$ cat src/rtl/uart_pkg.sv
// Shared definitions for the UART transmit path.
//   tx_state_e      : serializer FSM states (IDLE/START/DATA/STOP)
//   FRAME_BITS      : bits per 8N1 frame (start + 8 data + stop)
//   DEF_CLK_PER_BIT : default bit period in clocks (100 MHz / 115200)
package uart_pkg;

    typedef enum logic [1:0] {
        IDLE,
        START,
        DATA,
        STOP
    } tx_state_e;

    localparam int FRAME_BITS      = 10;
    localparam int DEF_CLK_PER_BIT = 868;

endpackage

$ cat src/rtl/uart_tx_fifo_if.sv
// Host-side byte handshake for the UART transmitter.
//   new_data : write strobe from the upstream controller
//   data     : byte to transmit, valid while new_data is high
//   busy     : transmitter cannot take more bytes (FIFO full or blocked)
// master = upstream controller, slave = uart_tx_fifo.
interface uart_tx_fifo_if;

    logic       new_data;
    logic [7:0] data;
    logic       busy;

    modport master (
        output new_data,
        output data,
        input  busy
    );

    modport slave (
        input  new_data,
        input  data,
        output busy
    );

endinterface

$ cat src/rtl/uart_tx_fifo_byte_fifo.sv
// Synchronous byte FIFO feeding the UART serializer.
//   clk, rst_n : clock, asynchronous active-low reset (empties the FIFO)
//   push/wr_data : write request; ignored while full
//   pop/rd_data  : read request; rd_data always shows the head entry
//   full, empty, count : occupancy status, count is clog2(DEPTH)+1 bits
// A write in the same cycle as a pop is still refused when full, and a byte
// written this cycle can never be the one popped this cycle.
module byte_fifo #(
    parameter int WIDTH = 8,
    parameter int DEPTH = 4
) (
    input  logic                       clk,
    input  logic                       rst_n,
    input  logic                       push,
    input  logic [WIDTH-1:0]           wr_data,
    input  logic                       pop,
    output logic [WIDTH-1:0]           rd_data,
    output logic                       full,
    output logic                       empty,
    output logic [$clog2(DEPTH):0]     count
);
    localparam int PW = $clog2(DEPTH);
    localparam int CW = PW + 1;

    logic [WIDTH-1:0] mem [DEPTH];
    logic [PW-1:0]    wr_ptr;
    logic [PW-1:0]    rd_ptr;
    logic             wr_ok;
    logic             rd_ok;

    assign full    = (count == CW'(DEPTH));
    assign empty   = (count == '0);
    assign wr_ok   = push & ~full;
    assign rd_ok   = pop & ~empty;
    assign rd_data = mem[rd_ptr];

    // Pointers wrap naturally because DEPTH is a power of two.
    always_ff @(posedge clk or negedge rst_n) begin
        if (!rst_n) begin
            wr_ptr <= '0;
            rd_ptr <= '0;
            count  <= '0;
        end else begin
            if (wr_ok) wr_ptr <= wr_ptr + 1'b1;
            if (rd_ok) rd_ptr <= rd_ptr + 1'b1;
            count <= count + CW'(wr_ok) - CW'(rd_ok);
        end
    end

    // Storage carries no reset; occupancy alone decides what is valid.
    always_ff @(posedge clk) begin
        if (wr_ok) mem[wr_ptr] <= wr_data;
    end

endmodule

$ cat src/rtl/uart_tx_fifo.sv
// Buffered 8N1 UART transmitter.
//   clk, rst_n : clock, asynchronous active-low reset (aborts any frame)
//   host       : new_data/data/busy byte handshake (slave side)
//   block      : flow control; while high no new frame is started
//   tx         : registered serial output, idles high
// busy = FIFO full OR block. block is only looked at on frame boundaries,
// so a frame that has started always finishes.
module uart_tx_fifo
    import uart_pkg::*;
#(
    parameter int CLK_PER_BIT = DEF_CLK_PER_BIT,
    parameter int FIFO_DEPTH  = 4
) (
    input  logic          clk,
    input  logic          rst_n,
    uart_tx_fifo_if.slave host,
    input  logic          block,
    output logic          tx
);
    localparam int            TW       = $clog2(CLK_PER_BIT);
    localparam int            CW       = $clog2(FIFO_DEPTH) + 1;
    localparam logic [TW-1:0] T_LAST   = TW'(CLK_PER_BIT - 1);
    localparam logic [2:0]    LAST_IDX = 3'(FRAME_BITS - 3);

    tx_state_e     state;
    logic [TW-1:0] timer;
    logic [2:0]    idx;
    logic [7:0]    shift;

    logic          fifo_full;
    logic          fifo_empty;
    logic [CW-1:0] fifo_count;
    logic [7:0]    fifo_head;
    logic          bit_end;
    logic          start_frame;
    logic          shift_en;

    byte_fifo #(
        .WIDTH (8),
        .DEPTH (FIFO_DEPTH)
    ) u_fifo (
        .clk     (clk),
        .rst_n   (rst_n),
        .push    (host.new_data & ~fifo_full),
        .wr_data (host.data),
        .pop     (start_frame),
        .rd_data (fifo_head),
        .full    (fifo_full),
        .empty   (fifo_empty),
        .count   (fifo_count)
    );

    assign host.busy = (fifo_count == CW'(FIFO_DEPTH)) | block;

    assign bit_end = (timer == T_LAST);

    // A frame may start from IDLE, or on the last stop-bit cycle so that
    // queued bytes go out with no idle gap between frames.
    assign start_frame = ~fifo_empty & ~block &
                         ((state == IDLE) | ((state == STOP) & bit_end));

    // shift[0] always holds the next data bit to put on the line.
    assign shift_en = bit_end &
                      ((state == START) | ((state == DATA) & (idx != LAST_IDX)));

    always_ff @(posedge clk) begin
        if (start_frame)   shift <= fifo_head;
        else if (shift_en) shift <= shift >> 1;
    end

    always_ff @(posedge clk or negedge rst_n) begin
        if (!rst_n) begin
            state <= IDLE;
            tx    <= 1'b1;
            timer <= '0;
            idx   <= '0;
        end else begin
            case (state)
                IDLE: begin
                    if (start_frame) begin
                        tx    <= 1'b0;
                        timer <= '0;
                        state <= START;
                    end
                end
                START: begin
                    if (bit_end) begin
                        tx    <= shift[0];
                        timer <= '0;
                        idx   <= '0;
                        state <= DATA;
                    end else begin
                        timer <= timer + 1'b1;
                    end
                end
                DATA: begin
                    if (bit_end) begin
                        timer <= '0;
                        idx   <= idx + 1'b1;
                        if (idx == LAST_IDX) begin
                            tx    <= 1'b1;
                            state <= STOP;
                        end else begin
                            tx <= shift[0];
                        end
                    end else begin
                        timer <= timer + 1'b1;
                    end
                end
                STOP: begin
                    if (bit_end) begin
                        timer <= '0;
                        if (start_frame) begin
                            tx    <= 1'b0;
                            state <= START;
                        end else begin
                            state <= IDLE;
                        end
                    end else begin
                        timer <= timer + 1'b1;
                    end
                end
                default: state <= IDLE;
            endcase
        end
    end

endmodule

$ cat src/flat_wrapper.sv
// flat-port wrapper written by rule: the top's interface ports become plain ports
module uart_tx_fifo_flat import uart_pkg::*;
#(
    parameter int CLK_PER_BIT = DEF_CLK_PER_BIT,
    parameter int FIFO_DEPTH  = 4
)
  (clk, rst_n, block, tx, host_new_data, host_data, host_busy);
  uart_tx_fifo_if host_i ();
  input  logic clk;
  input  logic rst_n;
  input  logic block;
  output logic tx;
  input wire logic [$bits(host_i.new_data)-1:0] host_new_data;
  input wire logic [$bits(host_i.data)-1:0] host_data;
  output wire logic [$bits(host_i.busy)-1:0] host_busy;
  assign host_i.new_data = host_new_data;
  assign host_i.data = host_data;
  assign host_busy = host_i.busy;
  uart_tx_fifo #(.CLK_PER_BIT(CLK_PER_BIT), .FIFO_DEPTH(FIFO_DEPTH)) u_core (.clk(clk), .rst_n(rst_n), .host(host_i), .block(block), .tx(tx));
endmodule
$ cat config.mk
export PLATFORM = sky130hd
export DESIGN_NAME = uart_tx_fifo_flat
export DESIGN_NICKNAME = d
export VERILOG_FILES = /design/src/rtl/uart_pkg.sv /design/src/rtl/uart_tx_fifo_if.sv /design/src/rtl/uart_tx_fifo_byte_fifo.sv /design/src/rtl/uart_tx_fifo.sv /design/src/flat_wrapper.sv
export SDC_FILE = /design/constraint.sdc
export NUM_CORES = 1
export LEC_CHECK = 0
export CAP_MARGIN = 10
export CORE_ASPECT_RATIO = 1.1
export CORE_UTILIZATION = 25
export CTS_CLUSTER_DIAMETER = 200
export CTS_CLUSTER_SIZE = 16
export DETAILED_ROUTE_END_ITERATION = 8
export PLACE_DENSITY_LB_ADDON = 0.1
export SLEW_MARGIN = 25
export SYNTH_ARGS = -nofsm -noshare
export SYNTH_HDL_FRONTEND = slang
export SYNTH_SLANG_ARGS = --single-unit
$ cat constraint.sdc
create_clock -name clk -period 3.7 [get_ports clk]
set_input_delay 0.37 -clock clk [delete_from_list [all_inputs] [get_ports clk]]
set_output_delay 0.37 -clock clk [all_outputs]
set_load 0.01 [all_outputs]
==> Yosys cells after proc, flatten, opt, wreduce, memory -nomap -nowiden <==
Memories as Yosys holds them, arrays and structs flattened.
Index checks and enable logic that the tools add are counted.
{ "totals": {"in_bits": 12, "ram_bits": 32, "rom_bits": 0, "reg_bits": 31, "out_inout_bits": 2, "wordCells": 72, "latchBits": 0, "memories": 1} }
{ "memory_table": {"columns": ["memory", "words", "word_bits", "read_ports", "rd_clocked_by_memory_dff", "wr", "line", "source"], "rows": [
  ["u_core.u_fifo.mem", 4, 8, 1, 0, 1, "uart_tx_fifo_byte_fifo.sv:25", "logic [WIDTH-1:0] mem [DEPTH];"]
]} }
{ "op_classes": {"n_mux": 23, "multipliers": 0, "eq_ne": 12, "add_sub_neg": 6, "shifts": 0, "reduce_logical": 8, "n_lt_le_gt_ge": 0, "div": 0, "n_bitwise": 14} }
{ "op_table": {"columns": ["cell", "count"], "rows": [
  ["$mux W10", 2],
  ["$pmux W10 S2", 1],
  ["$mux W8", 2],
  ["$add A10 B1 Y10 const B", 1],
  ["$eq A10 B10 Y1 const B", 1],
  ["$mux W2", 5],
  ["$and A1 B1 Y1", 8],
  ["$mux W1", 8],
  ["$pmux W2 S4", 1],
  ["$eq A3 B3 Y1 const B", 2],
  ["$mux W3", 2],
  ["$ne A2 B1 Y1 const B", 3],
  ["$pmux W3 S2", 1],
  ["$reduce_and A3 Y1", 2],
  ["$reduce_and A5 Y1", 1],
  ["$add A2 B1 Y2 const B", 2],
  ["$eq A2 B2 Y1 const B", 2],
  ["$ne A2 B2 Y1 const B", 2],
  ["$pmux W1 S4", 1],
  ["$reduce_bool A2 Y1", 2],
  ["$add A3 B1 Y3", 1],
  ["$add A3 B1 Y3 const B", 1],
  ["$logic_not A3 Y1", 1],
  ["$ne A3 B3 Y1 const B", 1],
  ["other kinds (6)", 10]
]} }

==> Depth between registers and ports, before layout <==
Gate-level depths: netlist (run 1).
{ "logic_depth": {"ltp_word": 7, "mapped_depth": 13, "mapped_depth_nobuf": 11} }

==> Hierarchy <==
From an unflattened synthesis (run 1), not the netlist that was laid out.
{ "hier_totals": {"cells_unflattened": 218, "area_unflattened_um2": 3011.6} }
{ "by_module_without_submodules": {"columns": ["module", "instances", "seq_area_each_um2", "area_per_inst_um2", "cells_each"], "rows": [
  ["byte_fifo", 1, 1136.1, 1622.8, 83],
  ["uart_tx_fifo", 1, 641.9, 1388.8, 135]
]} }

==> Worst setup path after synthesis (run 1) <==
No wires, ideal clock.
{ "synth_path": {"path_kind": "register -> register", "start": "reg u_core.timer[0]", "end": "reg u_core.u_fifo.count[2]", "n_path_buf": 1, "setup_ps": 127, "synth_period_minus_slack_ps": 2580, "path_slack_ps": 1120, "t_arrival_ps": 2453, "required_ps": 3573, "path_stages_with_launch": 13, "path_cell_list": "dfrtp_1 > ha_1 > and2b_1 > a41oi_4 > nor3_4 > buf_6 > ha_1 > inv_1 > ha_1 > inv_1 > fa_1 > xnor2_1 > xnor2_1"} }
{ "synth_via": {"elab_chain_cells": 6} }
{ "synth_rtl": {"columns": ["item", "line", "source"], "rows": [
  ["from (decl)", "uart_tx_fifo.sv:26", "logic [TW-1:0] timer;"],
  ["from (signal assigned)", "uart_tx_fifo.sv:93", "timer <= timer + 1'b1;"],
  ["from (signal assigned)", "uart_tx_fifo.sv:107", "timer <= timer + 1'b1;"],
  ["from (signal assigned)", "uart_tx_fifo.sv:120", "timer <= timer + 1'b1;"],
  ["$eq A10 B10 Y1", "uart_tx_fifo.sv:55", "assign bit_end = (timer == T_LAST);"],
  ["$and A1 B1 Y1", "uart_tx_fifo.sv:60", "((state == IDLE) | ((state == STOP) & bit_end));"],
  ["$or A1 B1 Y1", "uart_tx_fifo.sv:60", null],
  ["$and A1 B1 Y1", "uart_tx_fifo.sv:59", "assign start_frame = ~fifo_empty & ~block &"],
  ["$and A1 B1 Y1", "uart_tx_fifo_byte_fifo.sv:34", "assign rd_ok = pop & ~empty;"],
  ["named net u_core.u_fifo.rd_ok", "uart_tx_fifo_byte_fifo.sv:29", "logic rd_ok;"],
  ["$sub A3 B1 Y3", "uart_tx_fifo_byte_fifo.sv:46", "count <= count + CW'(wr_ok) - CW'(rd_ok);"],
  ["to (signal assigned)", "uart_tx_fifo_byte_fifo.sv:46", null],
  ["to (decl)", "uart_tx_fifo_byte_fifo.sv:20", "output logic [$clog2(DEPTH):0] count"]
]} }
The timed path passes the listed nets, and every way through them passes these cells.
A chain may end at the register's enable or synchronous reset.

==> Final worst setup path (run 1) <==
{ "layout_path": {"start": "reg u_core.timer[0]", "end": "reg u_core.u_fifo.count[2]"} }
{ "layout_via": {"elab_chain_cells": 6} }
{ "layout_rtl": {"columns": ["item", "line"], "rows": [
  ["$eq A10 B10 Y1", "uart_tx_fifo.sv:55"],
  ["$and A1 B1 Y1", "uart_tx_fifo.sv:60"],
  ["$or A1 B1 Y1", "uart_tx_fifo.sv:60"],
  ["$and A1 B1 Y1", "uart_tx_fifo.sv:59"],
  ["$and A1 B1 Y1", "uart_tx_fifo_byte_fifo.sv:34"],
  ["$sub A3 B1 Y3", "uart_tx_fifo_byte_fifo.sv:46"]
]} }
Every way passes these cells.

==> summary.md, run 1 <==
| Metric | Value |
|---|---|
| Commonest cells post-synth | edfxtp_1, dfrtp_1, ha_1 |
| Die width | approximately 110 um |
| Worst path top cell family by delay | adder cells |
| Ys async rst share | 36.5% |
| Postcts setup bufs | 0 |
| Pre-antenna DRT Iters | 4 |
| Area Overhead vs Synth | 19.0% |
| Die height | between 100 and 150 um |
| CP Capture Type | flip-flop |
| DR vias/cell | 4.47 |
| Num CTS Buffers | 9 |
| Share of layout cells above drive strength 1 | between 10% and 20% |
| IO Pins | 14 |
| Post-cts gate resize count | 0 |
| # DRC | 0 |
| Status | finished clean |
| Port bufs | 13 |
| Mapped Area | roughly 3000 um2 |
| Bufs on Longest Clock Path | 2 |
| Crit Path Class | reg2reg |
| CP dominant cell by count | ha_1 |
| DRT antenna net count | 0 |
| Worst reg2reg path depth | 12 |
| Largest net degree at the start of global routing | 24 |
| Top cell type's share of synthesized area | between 40 and 50% |
| Clk_lat worst skew | 0.33 ns |
| Num rows | 41 |
| Syn nets | 233 |
| Most used flip-flop cell after synthesis | edfxtp_1 |
| Hold Fails Final Rpt | 0 |
| Final Cycle Share | between 70% and 80% |
| Die ar. | 12400 um2 |
| R2R Path Start | u_core.timer[0] |
| HPWL after detailed placement | 3810 um |
| Vias in the first global route | 1745 |
| CP Launch Type | flip-flop |
| CP required | 3.90 ns |
| CTS Root Cell | clkbuf_16 |
| H-tree Lvls | 3 |
| Worst reg2reg endpoint | u_core.u_fifo.count[2] |
| Crit path DAT | 2.98 ns |
| Power, Total | 2.69 mW |
| Max Cap Violations | 0 |
| Crit-path cells | ha_1 > and2b_1 > a41oi_4 > nor3_4 > buf_4 > ha_1 > inv_1 > ha_1 > inv_1 > fa_1 > xnor2_1 > xnor2_1 |
| Post-synth top area cell | edfxtp_1 |
| Antenna Cells | 0 |
| Final Skew | 0.00453 ns |
| Seq cells post-synth | 63 |
| Total GRT Usage | 10.1% |
| WL per Instance | 14.3 um |
| Slew headroom | 44.7% |
| Drt total wl | 5450 um |
| TNS Setup | 0 ns |
| EDFF count, synth | 40 |
| Max IR drop VDD | 0.254 mV |
| Grt ovf | 0 |
| Clk slew on worst S/H paths | 0.06 ns |
| Most common cell in the netlist | edfxtp_1 |
| DR vias | about 1700 |
| DRT iter0 DRCs | 67 |
| Tightest Pin Transition | between 0.8 and 0.9 ns |
| Register area share after synthesis | 59.6% |
| First-pass GRT wire length | 9110 um |
| # nets final | roughly 250 |
| Syn Inst Count | 206 |
| Initial antenna violation count | 0 |
| Unrepaired setup endpoints after global routing | false |
| Hold Crit Class | in2async |
| Initial Util | 25.9% |
| Synth cell types | between 40 and 50 |
| Syn Area/Cell | 14.5 um2 |
| # clock sinks | 63 |
| Worst path slowest cell | dfrtp_1 |
| LEAKAGE | about 1.3 nW |
| Crit-path max FO | 12 |
| Max incr delay on CP | 0.42 ns |
| CTS tree | yes |
| R2r setup slk | 0.92 ns |
| Crit path launch | u_core.timer[0] |
| Fmax | 360 MHz |
| Crit path to | u_core.u_fifo.count[2] |
| Fin crit period | 2.78 ns |
| Worst path depth | 12 |
| Sum of buffers and inverters on the critical path | 3 |
| PD cells | 756 nW/um2 |
| Post-CTS Hold Fix Bufs | 0 |
| Fin. max-slew vios | 0 |
| RePlAce Congestion | 0.704 |
| Synth warn | 0 |
| Endpoints failing setup | 0 |
| Synth area leaders | edfxtp_1, dfrtp_1, mux4_2, ha_1, mux2_4 |
| Core outline area | approximately 12000 um2 |
report_power, final:
part	switching, mW	internal [mW]
Combinational	0.396	0.381
Clock	0.331	0.460
Sequential	0.171	0.948
worst reg2reg max path: cells and delay by family, from the launching register on:
kind,cells,cell delay (ns)
adders and majority gates,4,1.03
DFF,1,0.42
and+or+nand+nor,2,0.42
buffers and inverters,3,0.34
xor gates and xnor gates,2,0.27
AOI/OAI and AO/OA,1,0.17
stage by stage:
step	setup WS [ns]	cell area, um2	hold WS (ns)	std cells	utilization, %
CTS	0.912	3550	0.422	381	30.8
finish	0.925	3550	0.414	381	30.8
floorplan	1.12	2990	0.0744	206	-
detailed placement	0.944	3270	0.501	365	28.3
global route	0.694	3550	0.453	381	30.8
global placement	0.953	3270	0.504	365	28.3
worst min-delay path by stage:
stage | from | end | slack (ns) | cells past startpoint
final | rst_n | u_core.timer[4] | 0.41 | 2
after global routing | rst_n | u_core.timer[4] | 0.45 | 2
after CTS | rst_n | u_core.timer[3] | 0.42 | 2
after detailed placement | u_core.timer[9] | u_core.timer[9] | 0.50 | 1
after global placement | u_core.timer[9] | u_core.timer[9] | 0.50 | 1
after floorplan | rst_n | u_core.idx[0] | 0.07 | 0
logic make-up after synthesis:
| logic type | count (synthesis) | share of synthesized area, % |
|---|---|---|
| compound gates | 37 | 9.14 |
| xor+xnor | 6 | 1.76 |
| fa+ha+maj | 15 | 6.54 |
| buf+inv | 19 | 3.18 |
| flops | 63 | 59.6 |
| mux | 17 | 10.0 |
| simple gates | 49 | 9.81 |
layout make-up:
cell class / instances / area (um2)
sequential: 63 / 1780
clock buffer: 9 / 225
tap: 150 / 188
multi-input combinational: 124 / 1110
timing repair buffer: 15 / 145
inverter: 13 / 48.8
clock inverter: 7 / 55.1
fill: 1156 / 7990
per-layer routing:
metal  global-route usage, %  vias up  part of all wire, %
met1                    11.5      850                   46
met2                    17.2       21                   50
met5                       0        -                    0
li1                        -      823                    -
met4                    6.94        0                  2.6
met3                    2.18        9                  2.3
flip-flops by register name (all words and copies together) (netlist names):
name and flops:
u_core.idx 3, u_core.shift 8, u_core.state 2, u_core.timer 10, u_core.tx 1, u_core.u_fifo.count 3, u_core.u_fifo.mem 32, u_core.u_fifo.rd_ptr 2
u_core.u_fifo.wr_ptr 2
cells in the final DEF (no fill, tap or decap), types with 5 or more instances in the layout:
| cell type | n |
|---|---|
| clkbuf_16 | 9 |
| o21ai_0 | 11 |
| ha_1 | 14 |
| edfxtp_1 | 40 |
| clkdlybuf4s50_1 | 13 |
| nor2_1 | 7 |
| and2_1 | 5 |
| nand2_1 | 7 |
| mux4_2 | 8 |
| nor3_1 | 6 |
| a31oi_1 | 5 |
| dfrtp_1 | 22 |
| xnor2_1 | 5 |
| mux2_4 | 5 |
| inv_1 | 13 |
Power figures use the tool's default switching activity.
==> inputs of run 2 (changes only) <==
- clock period: 3.7 -> 2.72 ns (I/O delays scaled with it)
==> summary.md, run 2 (same netlist as run 1, synthesis figures left out) <==
| Metric | Value |
|---|---|
| Hold Fails Final Rpt | 0 |
| Drt total wl | between 5000 and 6000 um |
| Fin crit period | 2.46 ns |
| DR vias | 1709 |
| Fillers | between 1000 and 1500 |
| Initial Util | 25.9% |
| Post-CTS Hold Fix Bufs | 0 |
| Port bufs | 13 |
| Area Overhead vs Synth | 20.5% |
| CP required | approximately 2.9 ns |
| Pre-antenna DRT Iters | 4 |
| Register bank with the most flops | u_core.u_fifo.mem |
| Grt ovf | 0 |
| Fmax | 406 MHz |
| DRT antenna net count | 0 |
| Num CTS Buffers | 9 |
| Storage cell area | 1780 um2 |
| DR vias/cell | around 4.4 |
| Core outline area | 11500 um2 |
| Commonest non-fill, non-tap cell in the layout | edfxtp_1 |
| Final Skew | 0.00634 ns |
| Endpoints failing setup | 0 |
| Clk_lat worst skew | 0.33 ns |
| Die width | approximately 110 um |
| RePlAce Congestion | 0.728 |
| Crit Path Class | reg2reg |
| Post-cts gate resize count | 0 |
| Largest register FFs | 32 |
| Unrepaired setup endpoints after global routing | false |
| Die ar. | 12400 um2 |
| Bufs on Longest Clock Path | 2 |
| R2R Path Start | u_core.timer[0] |
| Final hold slack | 0.286 ns |
| CP Capture Type | flip-flop |
| Slew headroom | 56.3% |
| Clk slew on worst S/H paths | 0.06 ns |
| Num rows | 41 |
| Place WS | 0.244 ns |
| # DRC | 0 |
| Total GRT Usage | 10.5% |
| Tightest Pin Transition | 0.656 ns |
| First-pass GRT wire length | 9530 um |
| Setup ws final | 0.258 ns |
| Biggest registers after layout | u_core.u_fifo.mem (32), u_core.timer (10), u_core.shift (8) |
| Multi-input logic area | 1110 um2 |
| Antenna Cells | 0 |
| Postcts setup bufs | 0 |
| Initial antenna violation count | 0 |
| PD cells | 1030 nW/um2 |
| CP Launch Type | flip-flop |
| Max IR drop VDD | ~0.31 mV |
| Final Cycle Share | between 90% and 100% |
| DRT iter0 DRCs | 62 |
| Hold Crit Class | in2async |
| LEAKAGE | 1.35 nW |
| TNS Setup | 0 ns |
| IO Pins | 14 |
| Status | finished clean |
| WL per Instance | approximately 15 um |
| Power, Total | 3.71 mW |
| Commonest cells after routing, fill and taps aside | edfxtp_1, dfrtp_1, ha_1, inv_1, clkdlybuf4s50_1 |
| HPWL after detailed placement | 3910 um |
| Crit-path max FO | 6 |
| Share of layout cells above drive strength 1 | 19.8% |
| Max Cap Violations | 0 |
| Vias in the first global route | 1813 |
| # clock sinks | 63 |
| CTS Root Cell | clkbuf_16 |
| Die height | 117 um |
| Final instance area | 3600 um2 |
| Crit path launch | u_core.timer[0] |
| Crit path DAT | around 2.7 ns |
| Largest net degree at the start of global routing | 14 |
| CTS tree | yes |
| Placed cell areas | 3320 um2 |
| Fin. max-slew vios | 0 |
| H-tree Lvls | 3 |
| # nets final | 259 |
[run 2: worst paths after layout]
path | end | slack [ns] | depth (start not counted)
max | u_core.u_fifo.count[2] | 0.26 | 11
min | u_core.timer[5] | 0.29 | 1
max reg2reg | u_core.u_fifo.count[2] | 0.26 | 11
min reg2reg | u_core.timer[9] | 0.51 | 1
max in group asynchronous | u_core.u_fifo.rd_ptr[1] | 1.84 | 2
min in group clk | u_core.timer[9] | 0.51 | 1
[run 2: worst max-delay path, stage by stage (launching register included)]
cell	delay (ns)
dfrtp_1	0.42
ha_1	0.27
and2b_1	0.21
a41oi_4	0.21
nor3_4	0.05
ha_1	0.27
inv_1	0.05
ha_1	0.13
inv_1	0.05
fa_1	0.40
xnor2_1	0.15
xnor2_1	0.13
[run 2: cell type report]
type                            instances  area share [%]
Inverter                               13            1.36
Timing Repair Buffer                   21            5.29
Sequential cell                        63            49.4
Clock buffer                            9            6.26
Clock inverter                          7            1.53
Tap cell                              150            5.22
Multi-Input combinational cell        124            30.9
[run 2: power breakdown]
group	switching [mW]	internal, mW
combinational	0.562	0.558
clock	0.448	0.627
sequential	0.224	1.29
total	1.23	2.47
[run 2: routing by layer]
| layer | global-route usage, % | share of wire (%) | vias up |
|---|---|---|---|
| met5 | 0 | 0 | - |
| met2 | 17.8 | 50 | 20 |
| met3 | 2.90 | 2.9 | 11 |
| met4 | 5.74 | 2.1 | 0 |
| li1 | - | - | 837 |
| met1 | 12.1 | 45 | 841 |
[run 2: through the flow]
step                utilization (%)  cells
finish                         31.2    387
global route                   31.2    387
CTS                            31.2    387
detailed placement             28.7    371
global placement               28.7    371
floorplan                         -    206
==> inputs of run 3 (changes only) <==
- GPL_TIMING_DRIVEN: not set -> 0
==> summary.md, run 3 (same netlist as run 1, synthesis figures left out) <==
| Metric | Value |
|---|---|
| Vias in the first global route | ~1800 |
| Power Internal | 2.69 mW |
| Num rows | just over 40 |
| Hold Fails Final Rpt | 0 |
| DR vias/cell | 4.37 |
| Max IR drop VDD | about 0.38 mV |
| Total GRT Usage | 10.5% |
| Placed cell areas | about 3300 um2 |
| Num CTS Buffers | 9 |
| Die width | 106 um |
| CP required | 2.93 ns |
| Hold Crit Class | in2async |
| Crit path launch | u_core.timer[5] |
| Biggest registers after layout | u_core.u_fifo.mem (32), u_core.timer (10), u_core.shift (8) |
| Drt total wl | approximately 5700 um |
| Commonest non-fill, non-tap cell in the layout | edfxtp_1 |
| R2R Path Start | u_core.timer[5] |
| Clk slew on worst S/H paths | 0.06 ns |
| H-tree Lvls | 3 |
| Final Skew | 0.00682 ns |
| DRT antenna net count | 0 |
| Crit Path Class | reg2reg |
| Unrepaired setup endpoints after global routing | false |
| Worst reg2reg path depth | 13 |
| Crit path DAT | 2.78 ns |
| Initial antenna violation count | 0 |
| Final Cycle Share | 94.7% |
| Grt ovf | 0 |
| Commonest cells after routing, fill and taps aside | edfxtp_1, dfrtp_1, inv_1, ha_1, clkdlybuf4s50_1 |
| CTS Root Cell | clkbuf_16 |
| Slew headroom | roughly 50% |
| Largest register FFs | 32 |
| Largest net degree at the start of global routing | 24 |
| Register bank with the most flops | u_core.u_fifo.mem |
| HPWL after detailed placement | 3830 um |
| Die ar. | 12400 um2 |
| Clock share of power | 31.8% |
| Clk_lat worst skew | 0.33 ns |
| PD cells | 1060 nW/um2 |
| R2r setup slk | between 0.1 and 0.15 ns |
| # clock sinks | 63 |
| Pre-antenna DRT Iters | 4 |
| Port bufs | 13 |
| IO Pins | 14 |
| First-pass GRT wire length | 9510 um |
| Antenna Cells | 0 |
| Sw Share | 31.3% |
| # nets final | 264 |
| Comb pwr share | 31.7% |
| Core outline area | 11500 um2 |
| Bufs on Longest Clock Path | 2 |
| Reg power frac | 36.6% |
| TNS Setup | 0 ns |
| Die height | roughly 120 um |
| Fin crit period | ~2.6 ns |
| Final instance area | 3690 um2 |
| Psw | 1.22 mW |
| Tightest Pin Transition | ~0.75 ns |
| Max Cap Violations | 0 |
| Fmax | 388 MHz |
| RePlAce Congestion | ~0.7 |
| LEAKAGE | 1.40 nW |
| DR vias | 1712 |
| Share of layout cells above drive strength 1 | 22.3% |
| WL per Instance | ~14 um |
| Fillers | about 1200 |
| CP Launch Type | flip-flop |
| # DRC | 0 |
| Crit-path max FO | 9 |
| Endpoints failing setup | 0 |
| Area Overhead vs Synth | 23.7% |
| CTS tree | yes |
| Status | finished clean |
| Initial Util | 25.9% |
| CP Capture Type | flip-flop |
| DRT iter0 DRCs | 23 |
| Worst reg2reg endpoint | u_core.u_fifo.count[2] |
| Fin. max-slew vios | 0 |
-- run 3: cell count changes in the layout (fill, tap and decap cells not counted), moves of 2 or more --
cell	before	now
inv_6	4	1
ha_2	0	2
buf_2	0	2
bufinv_16	0	2
ha_1	14	12
clkinv_4	0	2
buf_6	0	3
-- run 3: worst max path at each step --
stage	endpoint	slack, ns	cells past startpoint
after floorplan	u_core.u_fifo.count[2]	0.14	12
after global placement	u_core.u_fifo.count[2]	-0.18	12
after detailed placement	u_core.u_fifo.count[2]	-0.19	12
after CTS	u_core.u_fifo.count[2]	0.05	12
final	u_core.u_fifo.count[2]	0.15	13
after global routing	u_core.u_fifo.count[2]	0.002	11
-- run 3: area by class of cell --
type / instances / area (um2) / area share (%)
Tap cell: 150 / 188 / 5.08
Timing Repair Buffer: 21 / 188 / 5.08
Clock buffer: 10 / 229 / 6.20
Clock inverter: 6 / 93.8 / 2.54
Sequential cell: 63 / 1780 / 48.1
Buffer: 5 / 42.5 / 1.15
Inverter: 13 / 48.8 / 1.32
Multi-Input combinational cell: 124 / 1130 / 30.5
-- run 3: repair_timing --
action / 4_1_cts / 5_1_grt
setup buffers: 3 / 4
pin swaps: 1 / 1
gates resized for setup: 2 / 3
hold endpoints to repair: 22 / 0
hold buffers: 1 / 0
setup endpoints to repair: 2 / 1
-- run 3: critical path, cell delays in order, from the launching register on --
cell and delay [ns]:
dfrtp_1 0.38, buf_6 0.13, and3b_1 0.18, buf_6 0.13, a41oi_4 0.26, nor3_4 0.07, buf_6 0.12, ha_1 0.26
inv_1 0.05, ha_1 0.13, inv_1 0.05, fa_1 0.41, xnor2_1 0.15, xnor2_1 0.13
-- run 3: per-stage QoR --
step	instances	hold WS, ns	setup WS [ns]	total power [mW]	util, %
floorplan	206	-0.0236	0.140	2.33	-
global placement	369	0.501	-0.180	2.67	28.6
detailed placement	369	0.324	-0.195	2.66	28.6
CTS	388	0.502	0.0517	3.95	31.7
global route	392	0.530	0.00219	4.17	32.0
finish	392	0.475	0.145	3.91	32.0
-- run 3: power by group through the flow --
stage	Sequential (mW)	Combinational (mW)	Clock, mW
CTS	1.44	1.24	1.28
floorplan	1.42	0.908	0
global route	1.46	1.40	1.31
detailed placement	1.46	1.20	0
finish	1.43	1.24	1.24
global placement	1.46	1.21	0
-- run 3: layer usage --
metal  vias to the layer above  routed length, um  global-route usage [%]
met3                        10                130                    2.68
met1                       838               2660                    12.6
met5                         -                  0                       0
met4                         0                122                    6.94
li1                        850                  -                       -
met2                        14               2750                    16.8
